File: src/rtl/tt_arb_pkg.sv
// -----------------------------------------------------------------------------
// tt_arb_pkg
//   Shared types and constants for the output-bus arbiter.
//   - state_t    : arbiter FSM encoding (IDLE / BUSY)
//   - *_DEF      : default parameter values
//   - idx_w(n)   : width of an index into n entries, never below 1 bit
// -----------------------------------------------------------------------------
package tt_arb_pkg;

   typedef enum logic [0:0] {
      IDLE = 1'b0,
      BUSY = 1'b1
   } state_t;

   localparam int unsigned N_REQ_DEF     = 4;
   localparam int unsigned DATA_W_DEF    = 8;
   localparam int unsigned MAX_BURST_DEF = 4;

   function automatic int unsigned idx_w(input int unsigned n);
      return (n <= 2) ? 1 : $clog2(n);
   endfunction

endpackage

File: src/rtl/rr_pick.sv
// -----------------------------------------------------------------------------
// rr_pick
//   Combinational rotating-priority search: returns the first set bit of req
//   at or after index ptr, wrapping cyclically at N_REQ.
//   Ports:
//     req   in  N_REQ  request vector
//     ptr   in  IW     starting index (assumed < N_REQ)
//     found out 1      any bit of req set
//     idx   out IW     selected index (0 when nothing found)
// -----------------------------------------------------------------------------
module rr_pick
   import tt_arb_pkg::*;
#(
   parameter int unsigned N_REQ = N_REQ_DEF,
   parameter int unsigned IW    = idx_w(N_REQ)
) (
   input  logic [N_REQ-1:0] req,
   input  logic [IW-1:0]    ptr,
   output logic             found,
   output logic [IW-1:0]    idx
);

   logic [IW:0] cand;

   always_comb begin
      found = 1'b0;
      idx   = '0;
      cand  = '0;
      for (int unsigned k = 0; k < N_REQ; k++) begin
         // modulo N_REQ, not modulo 2**IW
         cand = {1'b0, ptr} + (IW+1)'(k);
         if (cand >= (IW+1)'(N_REQ)) begin
            cand = cand - (IW+1)'(N_REQ);
         end
         if (!found && req[cand[IW-1:0]]) begin
            found = 1'b1;
            idx   = cand[IW-1:0];
         end
      end
   end

endmodule

File: src/rtl/tt_output_arbiter.sv
// -----------------------------------------------------------------------------
// tt_output_arbiter
//   Round-robin arbiter sharing one registered output beat stream between
//   N_REQ valid/ready requesters. A grant lasts up to MAX_BURST beats, then
//   priority rotates to the requester after the granted one.
//   Ports:
//     clk, rst   clock, synchronous active-high reset
//     ena        design enable; low blocks new grants and transfers
//     req_valid  per-requester beat valid
//     req_data   flattened beats, requester i at [i*DATA_W +: DATA_W]
//     req_ready  per-requester accept
//     out_valid  output register holds an unconsumed beat
//     out_data   output beat
//     out_src    requester index that produced out_data
//     out_ready  downstream accept
//     busy       FSM is in BUSY
// -----------------------------------------------------------------------------
module tt_output_arbiter
   import tt_arb_pkg::*;
#(
   parameter int unsigned N_REQ     = N_REQ_DEF,
   parameter int unsigned DATA_W    = DATA_W_DEF,
   parameter int unsigned MAX_BURST = MAX_BURST_DEF
) (
   input  logic                      clk,
   input  logic                      rst,
   input  logic                      ena,
   input  logic [N_REQ-1:0]          req_valid,
   input  logic [N_REQ*DATA_W-1:0]   req_data,
   output logic [N_REQ-1:0]          req_ready,
   output logic                      out_valid,
   output logic [DATA_W-1:0]         out_data,
   output logic [idx_w(N_REQ)-1:0]   out_src,
   input  logic                      out_ready,
   output logic                      busy
);

   localparam int unsigned IW = idx_w(N_REQ);
   localparam int unsigned CW = $clog2(MAX_BURST + 1);

   state_t              state_q,     state_d;
   logic [IW-1:0]       rr_ptr_q,    rr_ptr_d;
   logic [IW-1:0]       grant_q,     grant_d;
   logic [CW-1:0]       beat_cnt_q,  beat_cnt_d;
   logic                out_valid_q, out_valid_d;
   logic [DATA_W-1:0]   out_data_q,  out_data_d;
   logic [IW-1:0]       out_src_q,   out_src_d;

   logic                pick_found;
   logic [IW-1:0]       pick_idx;
   logic [IW-1:0]       next_ptr;
   logic [DATA_W-1:0]   sel_data;
   logic                take_ok;

   rr_pick #(
      .N_REQ (N_REQ),
      .IW    (IW)
   ) u_pick (
      .req   (req_valid),
      .ptr   (rr_ptr_q),
      .found (pick_found),
      .idx   (pick_idx)
   );

   always_comb begin
      sel_data = '0;
      for (int unsigned i = 0; i < N_REQ; i++) begin
         if (grant_q == IW'(i)) begin
            sel_data = req_data[i*DATA_W +: DATA_W];
         end
      end
   end

   assign next_ptr = (grant_q == IW'(N_REQ - 1)) ? '0 : grant_q + 1'b1;
   // output slot is free this cycle if empty or being drained
   assign take_ok  = ena & (~out_valid_q | out_ready);

   always_comb begin
      state_d     = state_q;
      rr_ptr_d    = rr_ptr_q;
      grant_d     = grant_q;
      beat_cnt_d  = beat_cnt_q;
      out_valid_d = out_valid_q;
      out_data_d  = out_data_q;
      out_src_d   = out_src_q;
      req_ready   = '0;

      if (out_ready) begin
         out_valid_d = 1'b0;
      end

      case (state_q)
         IDLE: begin
            if (ena && pick_found) begin
               grant_d    = pick_idx;
               beat_cnt_d = '0;
               state_d    = BUSY;
            end
         end
         BUSY: begin
            req_ready[grant_q] = take_ok;
            if (!ena || !req_valid[grant_q]) begin
               state_d  = IDLE;
               rr_ptr_d = next_ptr;
            end else if (take_ok) begin
               out_valid_d = 1'b1;
               out_data_d  = sel_data;
               out_src_d   = grant_q;
               beat_cnt_d  = beat_cnt_q + 1'b1;
               if (beat_cnt_q == CW'(MAX_BURST - 1)) begin
                  state_d  = IDLE;
                  rr_ptr_d = next_ptr;
               end
            end
         end
         default: state_d = IDLE;
      endcase
   end

   always_ff @(posedge clk) begin
      if (rst) begin
         state_q     <= IDLE;
         rr_ptr_q    <= '0;
         grant_q     <= '0;
         beat_cnt_q  <= '0;
         out_valid_q <= 1'b0;
         out_data_q  <= '0;
         out_src_q   <= '0;
      end else begin
         state_q     <= state_d;
         rr_ptr_q    <= rr_ptr_d;
         grant_q     <= grant_d;
         beat_cnt_q  <= beat_cnt_d;
         out_valid_q <= out_valid_d;
         out_data_q  <= out_data_d;
         out_src_q   <= out_src_d;
      end
   end

   assign out_valid = out_valid_q;
   assign out_data  = out_data_q;
   assign out_src   = out_src_q;
   assign busy      = (state_q == BUSY);

endmodule

File: config.mk
export PLATFORM = sky130hd
export DESIGN_NAME = tt_output_arbiter
export DESIGN_NICKNAME = d
export VERILOG_FILES = /design/src/rtl/tt_arb_pkg.sv /design/src/rtl/rr_pick.sv /design/src/rtl/tt_output_arbiter.sv
export SDC_FILE = /design/constraint.sdc
export NUM_CORES = 1
export LEC_CHECK = 0
export CORE_MARGIN = 1
export CORE_UTILIZATION = 44
export CTS_CLUSTER_SIZE = 24
export DETAILED_ROUTE_END_ITERATION = 6
export PLACE_DENSITY_LB_ADDON = 0.2
export SYNTH_ARGS = -nofsm -noshare
export SYNTH_HDL_FRONTEND = slang
export SYNTH_SLANG_ARGS = --single-unit
File: constraint.sdc
create_clock -name clk -period 4.8 [get_ports clk]
set_input_delay 0.96 -clock clk [delete_from_list [all_inputs] [get_ports clk]]
set_output_delay 0.96 -clock clk [all_outputs]
set_load 0.02 [all_outputs]
=== Word-level counts from Yosys, hierarchy flattened ===
Index checks and enable logic that the tools add are counted.
Widths: inputs -> output; s select.

* Reduce and logical (&&, ||, !) cells: 18
* Equal/unequal tests: 7
* Bitwise operators: 6
* Add/sub/neg operators: 9
* Order comparisons: 10
* Div/mod/pow operators: 0
* Shifts and indexed selects: 0
* Multiply operators: 0
* Multiplexer cells: 46

{| class="wikitable"
|+ Operators by type and width
! kind !! number
|-
| $mux 8 || 4
|-
| $mux 2 || 12
|-
| $mux 1 || 18
|-
| $lt 2x3->1 const B || 5
|-
| $bmux 1 s2 || 5
|-
| $ge 3x3->1 const B || 3
|-
| $mux 3 || 3
|-
| $reduce_and 3->1 || 3
|-
| $sub 2x1->2 const B || 4
|-
| $add 2x2->3 const B || 2
|-
| $pmux 3 s2 || 1
|-
| $logic_and 1x1->1 || 5
|-
| $logic_not 1->1 || 5
|-
| $and 4x4->4 || 1
|-
| $eq 2x2->1 const B || 2
|-
| $mux 4 || 1
|-
| $ne 2x2->1 const B || 2
|-
| $reduce_bool 2->1 || 2
|-
| $add 2x1->3 const B || 1
|-
| $add 3x1->3 const B || 1
|-
| $eq 3x2->1 const B || 1
|-
| $ge 2x3->1 const B || 1
|-
| $not 1->1 || 3
|-
| $add 2x1->2 const B || 1
|-
| 10 further kinds || 10
|}

* Latch bits: 0
* Output and inout bits: 16
* ROM bits: 0
* Input port bits: 40
* Memories: 0
* Word-level logic and storage cells: 103
* Bits in writable memories: 0
* Bits in registers: 19

=== Depth between registers and ports, before layout ===
Gate-level depths: netlist of run 1.

* Word-level depth: 17
* Gate-level depth with buffers: 8
* Mapped depth without buffers: 6

=== Modules after synthesis ===
Synthesis of run 1 repeated with hierarchy kept, for this count alone.

* Cell total of the unflattened synthesis: 159
* Area, all modules: 1241.2 um^2

{| class="wikitable"
|+ By module, submodules not included
! module !! times used !! area an instance (um^2) !! cells an instance !! sequential area each (um^2)
|-
| tt_output_arbiter || 1 || 1163.6 || 144 || 380.4
|-
| rr_pick || 1 || 77.6 || 15 || 0.0
|}

=== Worst setup path before layout of run 1 ===
OpenSTA, ideal clock, no wires.

* Path type: in2out
* From: input port ena
* To: output port req_ready[3]
* Data required time: 3.840 ns
* Setup slack: 2.275 ns
* Path buffers: 0
* Data arrival time: 1.565 ns
* Cell stages on the path: 3
* Path through: and2_0 -> nand2_1 -> nor2_1

* Longest elaborated chain between the ends: 3

{| class="wikitable"
|+ Ends and longest elaborated chain
! item !! line !! RTL
|-
| start: declaration || tt_output_arbiter.sv:27 || <nowiki>input logic ena,</nowiki>
|-
| $and 1x1->1 || tt_output_arbiter.sv:76 || <nowiki>assign take_ok = ena & (~out_valid_q | out_ready);</nowiki>
|-
| $and 4x4->4 (no line) || -- ||
|-
| $mux 4 || tt_output_arbiter.sv:92 || <nowiki>case (state_q)</nowiki>
|-
| end: declaration || tt_output_arbiter.sv:30 || <nowiki>output logic [N_REQ-1:0] req_ready,</nowiki>
|}

Every way passes these cells.

=== Worst setup path after layout of run 1 ===
* From: input port ena
* To: output port req_ready[2]

Same word-level chain as after synthesis.

==> summary.txt, run 1 <==
Status
  – Status: complete, no violations

Worst setup path
  – Worst R2R End: out_data[6]
  – Slowest cell on crit path: clkdlybuf4s50_1
  – Startpoint types: primary input
  – Crit path required time: 3840 ps
  – Critical path's largest stage delay: 600 ps
  – WP data arrival: 2620 ps
  – Critical path type: in2out
  – Crit path capture type: primary output
  – Most frequent CP cell: clkdlybuf4s50_1
  – Largest delay share family, worst path: buffers and inverters
  – CP bufs+invs: 2
  – Reg2Reg Depth: 4
  – Worst r2r src: grant_q[0]
  – Worst reg2reg setup slack: 2590 ps
  – CP Max Fanout: 7
  – Cell Chain, Critical Path: clkdlybuf4s50_1 > and2_0 > and3_1 > clkdlybuf4s50_1

Global routing
  – Vias in the first global route: 1174
  – First-pass GRT wire length: 4870 um
  – Initial antenna violation count: 0
  – Total gr overflow: 0
  – GR Util All Layers: 23.5%
  – Largest net degree at the start of global routing: 24

Die
  – # rows: 18
  – IO Pins: 56
  – Chip width: 54.2 um
  – Die footprint: 2940 um^2
  – Initial Util: 47.6%
  – Core Footprint: 2520 um^2
  – Die Span Y: 54.2 um

Logic synthesis
  – Syn. warnings: 0
  – Number of distinct library cells after synthesis: 41
  – Post-Syn Nets: 191
  – Post-synthesis register bit count: 19
  – Syn Inst Count: 145
  – Synthesized area: 1200 um^2
  – Avg Cell Area, Syn: 8.28 um^2
  – Seq/Total Area, Yosys: 31.7%

Power and ir drop
  – Power Total: 0.000358 W
  – Worst vdd ir: 0.181 mV
  – Leak Pwr: 0.619 nW
  – Power Dens Cells: 204 nW/um^2

Route
  – Drt first pass iters: 4
  – Drt total wl: 3350 um
  – ANT nets after route: 0
  – DRC: 0
  – Routed vias: 1293
  – WL/cell: 14.9 um
  – DRT iter0 DRCs: 18
  – Via density: 5.75

Finish
  – Most frequent cells in the layout: clkdlybuf4s50_1 (55), dfxtp_1 (19), nand2_1 (16), a21oi_1 (14), a221oi_1 (10)
  – Most common cell after layout, fill and taps aside: clkdlybuf4s50_1
  – Post-Route Utilization: 69.6%
  – Layout cells sized above 1: 4.10%
  – Post-route cell area: 1760 um^2
  – Diodes inserted: 0
  – Fillers: 213
  – Nets: 242
  – Layout area overhead: 46.4%

STA
  – Setup tns final: 0 ps
  – RSZ-0062 raised after global routing: false
  – Final Max Slew Viols: 0
  – Hold Vio Cnt, Final: 0
  – Max transition margin: 49.3%
  – Slew @ Worst Pin: 758 ps
  – Final worst-path cycle share: 74.6%
  – Setup-failing EPs final: 0
  – Worst Skew: 1.35 ps
  – Minimum clock period: 3580 ps
  – Max Clk Rate: 0.279 GHz

Hold path
  – HP Class: reg2reg
  – Hold Path Origin: out_src[0]
  – Hold EP: out_src[0]
  – Hold depth: 2

CTS
  – CTS tree: done
  – Clock Path Buffers: 2
  – Clock Latency Late Sink: 300 ps
  – Cts bufs inserted: 3
  – Postcts setup bufs: 0
  – Post-cts sizing count: 0
  – Root Buffer: clkbuf_4
  – H-tree Lvls: 1
  – # hold bufs at CTS: 0
  – Clk sink count: 19
  – Clk slew on worst S/H paths: 110 ps

Job
  – Max Cap Viol: 0

Place
  – Dpl hpwl: 2630 um
  – Final Wtd Congestion: 0.827
  – PortBufs: 55
  – Area after DPL: 1730 um^2
[per-stage QoR]
step,cells,setup WS [ps],hold slack (ps)
2_1_floorplan,145,2270,452
3_3_place_gp,221,1260,440
3_5_place_dp,221,1230,446
4_1_cts,225,1230,463
5_1_grt,225,1150,479
6_report,225,1220,461
[kinds of logic (layout without fill, tap and decap cells)]
kind of cell | count (synthesis) | in the layout | synth area share [%]
compound gates | 43 | 43 | 24.3
fa+ha+maj | 6 | 6 | 6.26
buf+inv | 18 | 68 | 7.72
flops | 19 | 19 | 31.7
mux | 5 | 5 | 5.32
simple gates | 54 | 54 | 24.7
[final cells by class]
class | instances | area, um^2 | area share [%]
Timing Repair Buffer | 55 | 551 | 31.3
Multi-Input combinational cell | 108 | 727 | 41.4
Clock inverter | 1 | 5.00 | 0.285
Sequential cell | 19 | 380 | 21.7
Clock buffer | 3 | 22.5 | 1.28
Tap cell | 30 | 37.5 | 2.14
Inverter | 9 | 33.8 | 1.92
[power breakdown]
group	switching, W	internal (W)	leakage [nW]
Sequential	0.00000729	0.000164	0.154
Combinational	0.0000473	0.0000596	0.447
Clock	0.0000496	0.0000311	0.0177
[tightest hold or removal path, cell delays in order, from the launching register on]
cell and delay (ps):
dfxtp_1 320, nand2_1 50, a21oi_1 50
[registers in the layout (all words and copies together), names as in the netlist]
register	count
out_data	8
beat_cnt_q	3
grant_q	2
out_src	2
rr_ptr_q	2
busy	1
out_valid	1
[worst max-delay path by stage]
stage	depth (start not counted)	start	to	slack, ps
3_3_place_gp	5	ena	req_ready[3]	1260
4_1_cts	5	ena	req_ready[3]	1230
5_1_grt	5	ena	req_ready[3]	1150
6_report	4	ena	req_ready[2]	1220
3_5_place_dp	5	ena	req_ready[3]	1230
2_1_floorplan	3	ena	req_ready[3]	2270
[synth_stat cells, drive strengths merged]
master	number	area [um^2]
dfxtp	19	380
nand2	16	60.1
a21oi	14	70.1
a221oi	10	87.6
inv	8	30.0
o22ai	7	43.8
or3	7	43.8
ha	6	75.1
buf	5	43.8
nand3	5	25.0
nor2	5	18.8
and3	4	30.0
clkbuf	4	15.0
nand2b	4	25.0
mux2i	3	30.0
nand3b	3	22.5
a211oi	2	15.0
o21ai	2	10.0
a21boi	1	7.51
a31oi	1	6.26
and2	1	6.26
and4b	1	10.0
clkinv	1	3.75
mux2	1	11.3
mux4	1	22.5
nor2b	1	6.26
nor3	1	5.00
nor3b	1	7.51
nor4	1	6.26
nor4b	1	8.76
o2111ai	1	8.76
o211a	1	10.0
o21a	1	7.51
o221ai	1	8.76
o31ai	1	7.51
o41ai	1	8.76
or2	1	6.26
or2b	1	7.51
or4	1	7.51
[metal layers]
layer  wire length (um)  GRT usage [%]  share of wire (%)  up-vias
li1                   -              -                  -      642
met1               1310           22.3                 39      603
met2               1760           45.9                 53       42
met3                203           3.89                6.1        6
met4                 78           14.5                2.3        0
met5                  0              0                  0        -
No activity file was read; power rests on OpenSTA's default activity.
==> run 2: changes to the inputs <==
- CORE_UTILIZATION: 44 -> 37
- clock period: 4.8 -> 3.18 ns (I/O delays scaled with it)
==> summary.txt, run 2 (synthesis gave the netlist of run 1 again) <==
CTS
  – Postcts setup bufs: 0 (unchanged)
  – Post-cts sizing count: 0 (unchanged)
  – Clk sink count: 19 (unchanged)
  – Clock Path Buffers: 2 (unchanged)
  – Clock Latency Late Sink: 300 ps (about the same)
  – # hold bufs at CTS: 0 (unchanged)
  – CTS tree: done (unchanged)
  – Root Buffer: clkbuf_4 (unchanged)
  – Clk slew on worst S/H paths: 110 ps (about the same)
  – H-tree Lvls: 1 (unchanged)
  – Cts bufs inserted: 3 (unchanged)

Worst setup path
  – Crit path required time: 2540 ps (was 3840 ps)
  – Cell Chain, Critical Path: clkdlybuf4s50_1 > and2_0 > nand2_1 > nor2_1 > clkdlybuf4s50_1 (was clkdlybuf4s50_1 > and2_0 > and3_1 > clkdlybuf4s50_1)
  – WP depth: 5 (was 4)
  – CP Max Fanout: 7 (unchanged)
  – Slowest cell on crit path: clkdlybuf4s50_1 (unchanged)
  – Most frequent CP cell: clkdlybuf4s50_1 (unchanged)
  – Critical path type: in2out (unchanged)
  – CP bufs+invs: 2 (unchanged)
  – Reg2Reg Depth: 6 (was 4)
  – Crit path capture type: primary output (unchanged)
  – Startpoint types: primary input (unchanged)
  – Largest delay share family, worst path: buffers and inverters (unchanged)
  – Critical path's largest stage delay: 610 ps (was 600 ps)
  – WP data arrival: 2290 ps (was 2620 ps)

Finish
  – Layout cells sized above 1: 6.03% (was 4.10%)
  – Diodes inserted: 0 (unchanged)
  – Nets: 246 (was 242)
  – Layout area overhead: 50.4% (was 46.4%)
  – Most common cell after layout, fill and taps aside: clkdlybuf4s50_1 (unchanged)
  – Most frequent cells in the layout: clkdlybuf4s50_1 (55), dfxtp_1 (19), nand2_1 (16), a21oi_1 (14), a221oi_1 (10) (unchanged)
  – Max reg flops: 8 (unchanged)
  – Fillers: 287 (was 213)

Route
  – Drt first pass iters: 4 (unchanged)
  – Routed vias: 1277 (was 1293)
  – WL/cell: 13.7 um (was 14.9 um)
  – DRT iter0 DRCs: 65 (was 18)
  – Drt total wl: 3320 um (was 3350 um)
  – Via density: 5.26 (was 5.75)
  – ANT nets after route: 0 (unchanged)
  – DRC: 0 (unchanged)

Place
  – Final Wtd Congestion: 0.792 (was 0.827)
  – Dpl hpwl: 2530 um (was 2630 um)
  – PortBufs: 55 (unchanged)

STA
  – Slew @ Worst Pin: 564 ps (was 758 ps)
  – Minimum clock period: 2930 ps
  – Final worst-path cycle share: 92.1%
  – Setup-failing EPs final: 0 (unchanged)
  – Setup tns final: 0 ps (unchanged)
  – Final Max Slew Viols: 0 (unchanged)
  – Hold Vio Cnt, Final: 0 (unchanged)
  – RSZ-0062 raised after global routing: false (unchanged)
  – Max transition margin: 62.3% (was 49.3%)
  – Worst Skew: 3.82 ps (was 1.35 ps)
  – Max Clk Rate: 0.341 GHz

Power and ir drop
  – Power Total: 0.000547 W (was 0.000358 W)
  – Worst vdd ir: 0.192 mV (was 0.181 mV)
  – Leak Pwr: 0.636 nW (was 0.619 nW)
  – Power Dens Cells: 303 nW/um^2 (was 204 nW/um^2)

Die
  – Die footprint: 3470 um^2 (was 2940 um^2)
  – Core Footprint: 3050 um^2 (was 2520 um^2)
  – Initial Util: 39.3% (was 47.6%)
  – Chip width: 58.9 um (was 54.2 um)
  – Die Span Y: 58.9 um (was 54.2 um)
  – # rows: 20 (was 18)
  – IO Pins: 56 (unchanged)

Global routing
  – Vias in the first global route: 1158 (was 1174)
  – Largest net degree at the start of global routing: 14 (was 24)
  – GR Util All Layers: 20.0% (was 23.5%)
  – Total gr overflow: 0 (unchanged)
  – First-pass GRT wire length: 5220 um (was 4870 um)
  – Initial antenna violation count: 0 (unchanged)

Job
  – Max Cap Viol: 0 (unchanged)

Hold path
  – HP Class: reg2reg (unchanged)
  – Hold depth: 2 (unchanged)

Status
  – Status: complete, no violations (unchanged)
## run 2: changes by cell type in the layout (fill, tap and decap cells not counted)
cell	previous run	this run
buf_4	0	4
## run 2: through the flow
step	setup slack (ps)	hold WS (ps)	area [um^2]	utilization, %	cells
after global routing	150	478	1800	59.1	243
final	250	460	1800	59.1	243
after floorplan	1100	452	1200	-	145
after CTS	254	462	1800	59.1	243
after global placement	268	439	1780	58.2	239
after detailed placement	256	447	1780	58.2	239
## run 2: layout make-up
| type | instances | area [um^2] | share of cell area (%) |
|---|---|---|---|
| Clock inverter | 1 | 5.00 | 0.277 |
| Clock buffer | 3 | 22.5 | 1.25 |
| Multi-Input combinational cell | 108 | 727 | 40.3 |
| Inverter | 9 | 33.8 | 1.87 |
| Timing Repair Buffer | 59 | 581 | 32.2 |
| Sequential cell | 19 | 380 | 21.1 |
| Tap cell | 44 | 55.1 | 3.05 |
## run 2: path summary, 6_finish.rpt
check	startpoint	end	slack (ps)
setup / recovery	ena	req_ready[3]	250
hold / removal	out_data[1]	out_data[1]	460
setup reg to reg	grant_q[1]	out_data[2]	1000
hold reg to reg	out_data[1]	out_data[1]	460
## run 2: power by group
| part | switching (W) | internal [W] | total (W) |
|---|---|---|---|
| Combinational | 0.0000705 | 0.0000920 | 0.000163 |
| Clock | 0.0000795 | 0.0000470 | 0.000126 |
| Sequential | 0.0000112 | 0.000247 | 0.000258 |
| Total | 0.000161 | 0.000386 | 0.000547 |
## run 2: routing by layer
layer	vias up	track usage, %	share of wire (%)
li1	650	-	-
met1	577	24.8	46
met2	43	34.1	46
met3	7	3.30	6.4
met4	0	8.50	2.0
met5	-	0	0
## run 2: tightest hold or removal path, stage by stage (launching register included)
cell and delay, ps:
dfxtp_1 330, nand2_1 50, a21oi_1 50
